===== src/rtl/clk_div_pkg.sv =====
`timescale 1ns/1ps
// Shared types and default constants for the multi-channel clock divider.
package clk_div_pkg;

    // Output behaviour of a channel.
    typedef enum logic {
        MODE_TOGGLE = 1'b0,
        MODE_PULSE  = 1'b1
    } mode_e;

    localparam int DEFAULT_NUM_CH = 4;
    localparam int DEFAULT_CNT_W  = 25;
    localparam int DEFAULT_DIV    = 25000000;
    localparam int DEFAULT_MODE   = 0;

    // Width of the channel select; never narrower than one bit.
    function automatic int addr_width(input int num_ch);
        return (num_ch > 1) ? $clog2(num_ch) : 1;
    endfunction

endpackage


===== src/rtl/clk_div_multi_if.sv =====
`timescale 1ns/1ps
// Configuration write bus of the divider: one strobe plus channel, divisor and mode.
interface clk_div_multi_if
    import clk_div_pkg::*;
#(
    parameter int NUM_CH = DEFAULT_NUM_CH,
    parameter int CNT_W  = DEFAULT_CNT_W
);
    localparam int ADDR_W = addr_width(NUM_CH);

    logic              cfg_we;
    logic [ADDR_W-1:0] cfg_addr;
    logic [CNT_W-1:0]  cfg_div;
    mode_e             cfg_mode;

    modport master (
        output cfg_we,
        output cfg_addr,
        output cfg_div,
        output cfg_mode
    );

    modport slave (
        input cfg_we,
        input cfg_addr,
        input cfg_div,
        input cfg_mode
    );

endinterface


===== src/rtl/clk_div_chan.sv =====
`timescale 1ns/1ps
// One divider channel: counter, active/pending settings and registered outputs.
// New settings are staged in the pending registers and only become active at a
// period boundary (terminal count) or while the channel is disabled, so the
// output never sees a shortened or stretched period.
module clk_div_chan
    import clk_div_pkg::*;
#(
    parameter int               CNT_W    = DEFAULT_CNT_W,
    parameter logic [CNT_W-1:0] DEF_DIV  = CNT_W'(DEFAULT_DIV),
    parameter mode_e            DEF_MODE = MODE_TOGGLE
) (
    input  logic             clock,
    input  logic             reset,
    input  logic             en,
    input  logic             we,
    input  logic [CNT_W-1:0] wr_div,
    input  mode_e            wr_mode,
    output logic             clk_out,
    output logic             tick
);

    logic [CNT_W-1:0] cnt;
    logic [CNT_W-1:0] act_div;
    logic [CNT_W-1:0] pend_div;
    mode_e            act_mode;
    mode_e            pend_mode;

    logic [CNT_W-1:0] next_pend_div;
    mode_e            next_pend_mode;
    logic             halted;
    logic             terminal;

    // A write landing on the same edge as a transfer is forwarded straight to active.
    always_comb begin
        next_pend_div  = pend_div;
        next_pend_mode = pend_mode;
        if (we) begin
            next_pend_div  = wr_div;
            next_pend_mode = wr_mode;
        end
        halted   = (act_div == '0);
        terminal = !halted && (cnt >= act_div - 1'b1);
    end

    // Counter, settings and output registers, all cleared asynchronously.
    always_ff @(posedge clock or negedge reset) begin
        if (!reset) begin
            cnt       <= '0;
            act_div   <= DEF_DIV;
            pend_div  <= DEF_DIV;
            act_mode  <= DEF_MODE;
            pend_mode <= DEF_MODE;
            clk_out   <= 1'b0;
            tick      <= 1'b0;
        end else begin
            pend_div  <= next_pend_div;
            pend_mode <= next_pend_mode;
            if (!en) begin
                cnt      <= '0;
                tick     <= 1'b0;
                clk_out  <= 1'b0;
                act_div  <= next_pend_div;
                act_mode <= next_pend_mode;
            end else if (halted) begin
                cnt  <= '0;
                tick <= 1'b0;
            end else if (terminal) begin
                cnt      <= '0;
                tick     <= 1'b1;
                clk_out  <= (act_mode == MODE_PULSE) ? 1'b1 : ~clk_out;
                act_div  <= next_pend_div;
                act_mode <= next_pend_mode;
            end else begin
                cnt  <= cnt + 1'b1;
                tick <= 1'b0;
                if (act_mode == MODE_PULSE) begin
                    clk_out <= 1'b0;
                end
            end
        end
    end

endmodule


===== src/rtl/clk_div_multi.sv =====
`timescale 1ns/1ps
// Bank of independent programmable clock dividers sharing one config write bus.
module clk_div_multi
    import clk_div_pkg::*;
#(
    parameter int NUM_CH   = DEFAULT_NUM_CH,
    parameter int CNT_W    = DEFAULT_CNT_W,
    parameter int DEF_DIV  = DEFAULT_DIV,
    parameter int DEF_MODE = DEFAULT_MODE
) (
    input  logic              clock,
    input  logic              reset,
    clk_div_multi_if.slave    cfg,
    input  logic [NUM_CH-1:0] ch_en,
    output logic [NUM_CH-1:0] clk_out,
    output logic [NUM_CH-1:0] tick
);

    localparam int    ADDR_W       = addr_width(NUM_CH);
    localparam mode_e RESET_MODE   = (DEF_MODE != 0) ? MODE_PULSE : MODE_TOGGLE;
    localparam logic [CNT_W-1:0] RESET_DIV = CNT_W'(DEF_DIV);

    logic [NUM_CH-1:0] wr_strobe;

    // Addresses beyond the last channel match no strobe, so such writes are dropped.
    for (genvar i = 0; i < NUM_CH; i++) begin : g_chan
        assign wr_strobe[i] = cfg.cfg_we && (cfg.cfg_addr == ADDR_W'(i));

        clk_div_chan #(
            .CNT_W   (CNT_W),
            .DEF_DIV (RESET_DIV),
            .DEF_MODE(RESET_MODE)
        ) u_chan (
            .clock  (clock),
            .reset  (reset),
            .en     (ch_en[i]),
            .we     (wr_strobe[i]),
            .wr_div (cfg.cfg_div),
            .wr_mode(cfg.cfg_mode),
            .clk_out(clk_out[i]),
            .tick   (tick[i])
        );
    end

endmodule

===== src/flat_wrapper.sv =====
// flat-port wrapper written by rule: the top's interface ports become plain ports
module clk_div_multi_flat import clk_div_pkg::*;
#(
    parameter int NUM_CH   = DEFAULT_NUM_CH,
    parameter int CNT_W    = DEFAULT_CNT_W,
    parameter int DEF_DIV  = DEFAULT_DIV,
    parameter int DEF_MODE = DEFAULT_MODE
)
  (clock, reset, ch_en, clk_out, tick, cfg_cfg_we, cfg_cfg_addr, cfg_cfg_div, cfg_cfg_mode);
  clk_div_multi_if #(.NUM_CH(NUM_CH), .CNT_W(CNT_W)) cfg_i ();
  input  logic clock;
  input  logic reset;
  input  logic [NUM_CH-1:0] ch_en;
  output logic [NUM_CH-1:0] clk_out;
  output logic [NUM_CH-1:0] tick;
  input wire logic [$bits(cfg_i.cfg_we)-1:0] cfg_cfg_we;
  input wire logic [$bits(cfg_i.cfg_addr)-1:0] cfg_cfg_addr;
  input wire logic [$bits(cfg_i.cfg_div)-1:0] cfg_cfg_div;
  input wire logic [$bits(cfg_i.cfg_mode)-1:0] cfg_cfg_mode;
  assign cfg_i.cfg_we = cfg_cfg_we;
  assign cfg_i.cfg_addr = cfg_cfg_addr;
  assign cfg_i.cfg_div = cfg_cfg_div;
  assign cfg_i.cfg_mode = cfg_cfg_mode;
  clk_div_multi #(.NUM_CH(NUM_CH), .CNT_W(CNT_W), .DEF_DIV(DEF_DIV), .DEF_MODE(DEF_MODE)) u_core (.clock(clock), .reset(reset), .cfg(cfg_i), .ch_en(ch_en), .clk_out(clk_out), .tick(tick));
endmodule

===== config.mk =====
export PLATFORM = sky130hd
export DESIGN_NAME = clk_div_multi_flat
export DESIGN_NICKNAME = d
export VERILOG_FILES = /design/src/rtl/clk_div_pkg.sv /design/src/rtl/clk_div_multi_if.sv /design/src/rtl/clk_div_chan.sv /design/src/rtl/clk_div_multi.sv /design/src/flat_wrapper.sv
export SDC_FILE = /design/constraint.sdc
export NUM_CORES = 1
export LEC_CHECK = 0
export ABC_AREA = 1
export CAP_MARGIN = 20
export CORE_MARGIN = 1
export CORE_UTILIZATION = 29
export CTS_CLUSTER_DIAMETER = 30
export DETAILED_ROUTE_END_ITERATION = 8
export DONT_BUFFER_PORTS = 1
export HOLD_SLACK_MARGIN = 0.03
export SYNTH_ARGS = -nofsm -noshare
export SYNTH_HDL_FRONTEND = slang
export SYNTH_SLANG_ARGS = --single-unit

===== constraint.sdc =====
create_clock -name clock -period 5.25 [get_ports clock]
set_clock_uncertainty 0.15 [all_clocks]
set_input_delay 0.7875 -clock clock [delete_from_list [all_inputs] [get_ports clock]]
set_output_delay 0.7875 -clock clock [all_outputs]
set_load 0.005 [all_outputs]

**Word level (Yosys, flattened, before mapping)**

Cells that the tools add are included.

- Register bits: 316
- Bits of input ports: 35
- Output and inout port bits: 8
- Word-level logic and storage cells: 160

- $add $sub $neg: 8
- Order comparisons: 4
- Equal/unequal tests: 15
- Multiplexer cells: 76
- Bitwise operators: 4
- Reduce and logical (&&, ||, !) cells: 25

Operator list:

| cell | count |
|---|---|
| 25-bit two-way mux | 28 |
| 25-bit by 1-bit adder with 25-bit output (second input constant) | 4 |
| 25-bit >= comparator | 4 |
| 25-bit logical NOT | 4 |
| 25-bit by 1-bit subtractor with 25-bit output (second input constant) | 4 |
| 1-bit two-way mux | 48 |
| 2-bit AND reduction | 8 |
| 3-bit by 1-bit inequality test with 1-bit output (second input constant) | 4 |
| 1-bit logical AND | 8 |
| 2-bit by 1-bit inequality test with 1-bit output (second input constant) | 4 |
| 2-bit inequality test (second input constant) | 4 |
| 2-bit == test (second input constant) | 2 |
| 1-bit logical NOT | 4 |
| 1-bit NOT | 4 |
| 2-bit by 1-bit == test with 1-bit output (second input constant) | 1 |
| 2-bit logical NOT | 1 |

**Logic depth before layout (Yosys ltp)**

- Word-level depth: 6
- Mapped depth: 25
- Mapped depth without buffers: 24

**By module**

From an unflattened synthesis, not the netlist that was laid out.

- Cell total of the unflattened synthesis: 2,176
- Area, all modules: 19,092.1 um^2

Modules (own cells, without submodules):

| module | instances | cells each | area an instance (um^2) | sequential area each (um^2) |
|---|---|---|---|---|
| clk_div_chan at u_core.g_chan[1].u_chan ... | 2 | 546 | 4,792.1 | 2,006.9 |
| clk_div_chan at u_core.g_chan[0].u_chan | 1 | 545 | 4,762.1 | 2,006.9 |
| clk_div_chan at u_core.g_chan[3].u_chan | 1 | 531 | 4,715.8 | 2,006.9 |
| clk_div_multi | 1 | 8 | 30.0 | 0.0 |

**Worst setup path after synthesis**

No wires, ideal clock.

- Path type: reg2reg
- Start point: register u_core.g_chan[0].u_chan.act_div[0]
- End point: register u_core.g_chan[0].u_chan.act_div[10]
- Library setup time: 117 ps
- Arrival: 2,918 ps
- Data required time: 4,983 ps
- Slack: 2,065 ps
- Cell stages (with the launch flop): 21
- Buffers on the path: 2
- Period minus slack after synthesis: 3,185 ps
- Cells stage by stage: dfrtp_1 -> inv_1 -> ha_1 -> nand3_1 -> nor2_1 -> nand2_1 -> nor4_1 -> nand2_1 -> xor2_1 -> ha_1 -> nand2_1 -> nor2_1 -> nand3_1 -> nor2_1 -> nand2_1 -> nand3_1 -> nand2_4 -> buf_6 -> buf_6 -> nand3_1 -> nand2_1

- Cells in the longest elaborated chain, start to end: 5
- Elaborated cells on any way between the ends: 8
- Classes of those cells: 1 x add/sub; 1 x order compare; 2 x eq/ne; 4 x reduce/logical

RTL lines:

| element | line | text |
|---|---|---|
| from (decl) | clk_div_chan.sv:24 | `logic [CNT_W-1:0] act_div;` |
| from (signal assigned) | clk_div_chan.sv:63 | `act_div <= next_pend_div;` |
| from (signal assigned) | clk_div_chan.sv:72 | `act_div <= next_pend_div;` |
| 25-bit by 1-bit subtractor with 25-bit output or 25-bit logical NOT (tied branches) | clk_div_chan.sv:43, clk_div_chan.sv:42 |  |
| 25-bit >= comparator or 1-bit logical NOT (tied branches) | clk_div_chan.sv:43 | `terminal = !halted && (cnt >= act_div - 1'b1);` |
| 1-bit logical AND | clk_div_chan.sv:43 |  |
| 2-bit by 1-bit inequality test with 1-bit output (no line) | n/a |  |
| 2-bit AND reduction (no line) * | n/a |  |

Mark *: on every way between the ends. The rest lies on a longest branch, timed or not.
A chain may end at the register's enable or synchronous reset.

**Worst setup path after layout**

- Start point: register u_core.g_chan[1].u_chan.act_div[0]
- End point: register u_core.g_chan[1].u_chan.cnt[7]

- Cells in the longest elaborated chain, start to end: 6
- Elaborated cells on any way between the ends: 8
- Classes of those cells: 1 x add/sub; 1 x order compare; 3 x mux; 3 x reduce/logical

RTL lines:

| element | line | text |
|---|---|---|
| from (decl) | clk_div_chan.sv:24 |  |
| from (signal assigned) | clk_div_chan.sv:63 |  |
| from (signal assigned) | clk_div_chan.sv:72 |  |
| 25-bit by 1-bit subtractor with 25-bit output or 25-bit logical NOT (tied branches) | clk_div_chan.sv:43, clk_div_chan.sv:42 |  |
| 25-bit >= comparator or 1-bit logical NOT (tied branches) | clk_div_chan.sv:43 |  |
| 1-bit logical AND | clk_div_chan.sv:43 |  |
| 25-bit two-way mux | clk_div_chan.sv:68 | `end else if (terminal) begin` |
| 25-bit two-way mux * | clk_div_chan.sv:65 | `end else if (halted) begin` |
| 25-bit two-way mux * | clk_div_chan.sv:59 | `if (!en) begin` |
| to (signal assigned) | clk_div_chan.sv:75 | `cnt <= cnt + 1'b1;` |
| to (decl) | clk_div_chan.sv:23 | `logic [CNT_W-1:0] cnt;` |

Marked as above.

==> run summary <==
The buffering stage count on the worst path with inverters included is 1, and the total clock sinks is 316. Entering global routing, the biggest net connects 317 pins. The total placed cells including tap cells is 3095. Share of async-settable or async-resettable flops after synthesis: 100.0%. The synthesized design spends more area on one cell type than any other, namely sky130_fd_sc_hd__dfrtp_1. TritonCTS built the clock tree.

0 antenna diodes ended up in the layout. The clock buffer count from CTS came out at 76. At the pin with the least slew margin, the transition time is 1.239 ns.

The proportion of synthesized chip area in sequential cells was 43.31%; the number of flip-flops and latches in the synthesized netlist was 316. The run gives 140 as the hold violation count in the final report. The vias after detailed routing came out at 14823.

Dividing the detail-routed via count by the number of cells gives 4.583. Vertical extent of the die: 254.8 um. For this run the aggregate overflow at the end of global routing stands at 0.

The tools report the core box area as 63080 sq um. VDD sags by at most 0.1950 mV. The mean area per synthesized cell works out to 8.024 sq um. The register clock-pin slew on the reported worst setup and hold paths is 0.05 ns. Gates resized during post-CTS repair numbered 0. The master of the slowest instance on the critical path is sky130_fd_sc_hd__nand3_2. The number of failing setup endpoints in the final timing report is 0, and the share of the clock period used by the worst path after layout is 80.74%.

Leaving out fill and tap cells, the most frequent cells in the layout are sky130_fd_sc_hd__nand2_1 (608), sky130_fd_sc_hd__nor2_1 (263), sky130_fd_sc_hd__dfrtp_1 (220). Sorting the synthesized cells by area gives the leading types as sky130_fd_sc_hd__dfrtp_1 (30%), sky130_fd_sc_hd__dfstp_2 (14%), sky130_fd_sc_hd__nand2_1 (12%). Clock tree synthesis selected as its root buffer the cell sky130_fd_sc_hd__clkbuf_16. Number of enable-type register cells in the synthesized netlist: 0. The tools report the capturing element type of the critical path as a register.

At the end of the flow the core is filled with cells to 34.73%. Traced cell by cell, the critical path runs through inv_1 > ha_1 > nand2_1 > nor2_2 > nand3_1 > nor3_2 > nand3_1 > nor2_1 > xnor2_1 > ha_1 > nand2_1 > nor2_1 > nand2_1 > nor2_1 > nand2_1 > nand2_1 > nor2_1 > nand3_1 > nand2_2 > nand3_2 > nor2_1. The first global-routing pass estimated 74090 um of wire.

The per-cell routed wire length is 14.01 um, and the via count of the first global-routing pass is 14310. The depth of the worst register-to-register path is 21. The floorplan step defined a die boundary enclosing 64930 sq um. The number of nets with antenna violations after routing was 0.

The cell area that synthesis handed to floorplanning was 18540 sq um. Worst hold margin: -0.2251 ns. The number of design-rule violations left by the first detailed-router iteration was 1096; the overall routing resource usage was 14.26%. In this run the static leakage power is 10.27 nW.

For this run, the leading register cell type out of synthesis is sky130_fd_sc_hd__dfrtp_1. Static timing analysis puts the maximum clock frequency at 235.9 MHz. The number of warning messages in the yosys log came out at 0. The required arrival time at the worst endpoint is 5.57 ns, and the count of pins on the block boundary is 43.

Leaving out fill and tap cells, the most frequent cell in the layout is sky130_fd_sc_hd__nand2_1. The run gives 3234 as the final standard cell count with taps included and fillers excluded. The final reports fail on negative hold slack.

For the total negative setup slack, the log shows 0 ns. Counting I/O delays and the setup requirement, the final critical path takes 4.239 ns. For the max-capacitance violation count, the log shows 0. The placed instances occupy a cell area of 19240 sq um.

The maximum number of buffers from clock root to sink was 3; the worst endpoint data arrival time was 4.56 ns. Summing all non-filler instances in the final layout gives an area of 21910 sq um. The highest cell delay on the worst timing path is 0.57 ns, and the number of antenna violations at the first check in global routing is 3.

The synthesized design devotes to its leading area cell type 29.70% of total area. The global placer's final weighted congestion came out at 0.8519. X dimension of the die: 254.8 um.

In the final layout, the share of cells above drive strength 1 is 12.73%. The worst setup path is launched from a register. For this run, design rule violations remaining after detail routing come to 0. The run finished, with violations left. Input and output buffers added on the ports amount to 0. Buffers added to address setup during post-CTS repair amount to 0. After technology mapping, the gate count stands at 2310.

At the later pin of the worst-skew pair, clock insertion delay measures 0.59 ns. After synthesis, the netlist uses 42 different library cells. The initial utilization of the core area, before any placement, comes to 29.39%. The path class of the tightest hold or removal check is in -> async. The first detailed-routing pass ran for 5 iterations. The overall power of the completed layout is 8.999 mW.

The aggregate routed wire length came out at 45300 um. The area growth from synthesis to layout is 18.18%. The deepest level of the CTS H-tree came out at 3. Number of core rows: 92. Gate family responsible for the most delay along the worst path: simple AND/OR/NAND/NOR gates. In this run the worst path has a maximum fanout of 30. Number of pins with negative max-slew slack in the final report: 0. The number of nets produced by synthesis is 2457.

The worst setup path is of the reg -> reg kind. The headroom to the max-slew limit was 17.38%; the number of cells on the critical path was 21. The cell area power density was 410.8 nW/um^2. Setup repair after global routing left no endpoint under its margin. The final-stage net count is 2474, and the sum of net half-perimeters after detailed placement is 31310 um.
[power breakdown]
group	internal (mW)	leakage, nW	switching [mW]
Clock	3.34	1.28	1.50
Sequential	2.80	3.92	0.205
Combinational	0.436	5.07	0.727
Total	6.57	10.3	2.43
[worst paths after layout]
| kind | from | endpoint | slack (ns) |
|---|---|---|---|
| min in group clock | ch_en[0] | u_core.g_chan[0].u_chan.act_div[21]$_DFFE_PN1P_ | 0.16 |
| worst min register to register | u_core.g_chan[0].u_chan.cnt[0]$_DFF_PN0_ | u_core.g_chan[0].u_chan.cnt[0]$_DFF_PN0_ | 0.31 |
| worst min-delay path | reset | u_core.g_chan[2].u_chan.cnt[16]$_DFF_PN0_ | -0.23 |
| worst max register to register | u_core.g_chan[1].u_chan.act_div[0]$_DFFE_PN0P_ | u_core.g_chan[1].u_chan.cnt[7]$_DFF_PN0_ | 1.01 |
| max in group asynchronous | reset | u_core.g_chan[0].u_chan.cnt[17]$_DFF_PN0_ | 4.17 |
| worst max-delay path | u_core.g_chan[1].u_chan.act_div[0]$_DFFE_PN0P_ | u_core.g_chan[1].u_chan.cnt[7]$_DFF_PN0_ | 1.01 |
[layer usage]
layer / vias up / GRT usage, % / part of all wire, % / wire length, um
met1: 6930 / 19.31 / 47 / 21370
li1: 7504 / - / - / -
met4: 6 / 4.825 / 2.0 / 908
met3: 73 / 2.980 / 5.8 / 2642
met2: 310 / 22.50 / 45 / 20350
met5: - / 0 / 0.068 / 31
[through the flow]
stage                     worst slack, ns  hold slack, ns
after CTS                          0.9442         -0.2668
after floorplan                     2.065          0.2815
final                               1.011         -0.2251
after detailed placement           0.9581          0.3081
after global placement              1.064          0.3056
after global routing               0.4675         -0.2419
[registers in the layout, summed over array words and instances (netlist names)]
signal                          cells
u_core.g_chan.u_chan.act_mode       4
u_core.g_chan.u_chan.pend_mode      4
u_core.g_chan.u_chan.cnt          100
u_core.g_chan.u_chan.tick           4
u_core.g_chan.u_chan.act_div      100
u_core.g_chan.u_chan.clk_out        4
u_core.g_chan.u_chan.pend_div     100
[cell families after synthesis]
family | Yosys count | synth area share [%]
AND/OR/NAND/NOR | 1263 | 29.90
flip-flops | 316 | 43.31
buffers and inverters | 281 | 6.554
AO/OA/AOI/OAI | 176 | 5.022
XOR/XNOR | 162 | 7.654
adder cells (fa/ha/maj) | 112 | 7.560
[synthesized netlist by cell type (2+ instances only)]
master / count
sky130_fd_sc_hd__a21o_1: 9
sky130_fd_sc_hd__a21oi_1: 40
sky130_fd_sc_hd__and3b_1: 2
sky130_fd_sc_hd__buf_2: 17
sky130_fd_sc_hd__buf_4: 9
sky130_fd_sc_hd__buf_6: 14
sky130_fd_sc_hd__clkbuf_1: 29
sky130_fd_sc_hd__dfrtp_1: 220
sky130_fd_sc_hd__dfstp_2: 96
sky130_fd_sc_hd__ha_1: 112
sky130_fd_sc_hd__inv_1: 207
sky130_fd_sc_hd__inv_2: 5
sky130_fd_sc_hd__nand2_1: 608
sky130_fd_sc_hd__nand2_2: 6
sky130_fd_sc_hd__nand2_4: 3
sky130_fd_sc_hd__nand3_1: 206
sky130_fd_sc_hd__nand3_2: 5
sky130_fd_sc_hd__nand3b_1: 9
sky130_fd_sc_hd__nand4_1: 43
sky130_fd_sc_hd__nor2_1: 263
sky130_fd_sc_hd__nor2_2: 27
sky130_fd_sc_hd__nor3_1: 50
sky130_fd_sc_hd__nor3_2: 7
sky130_fd_sc_hd__nor3_4: 2
sky130_fd_sc_hd__nor4_1: 14
sky130_fd_sc_hd__o21a_1: 5
sky130_fd_sc_hd__o21ai_0: 114
sky130_fd_sc_hd__o21bai_1: 2
sky130_fd_sc_hd__o22ai_1: 2
sky130_fd_sc_hd__or2_1: 6
sky130_fd_sc_hd__or2_2: 7
sky130_fd_sc_hd__xnor2_1: 58
sky130_fd_sc_hd__xor2_1: 104
[final cells by class]
cell class	count	area, sq um
clock inverters	47	603.1
flip-flops and latches	316	8028
clock buffers	92	2063
inverters	212	795.8
fillers	6608	41170
repair buffers	8	60.06
multi-input cells	1713	9299
well taps	846	1059
No activity file was read; power rests on OpenSTA's default activity.
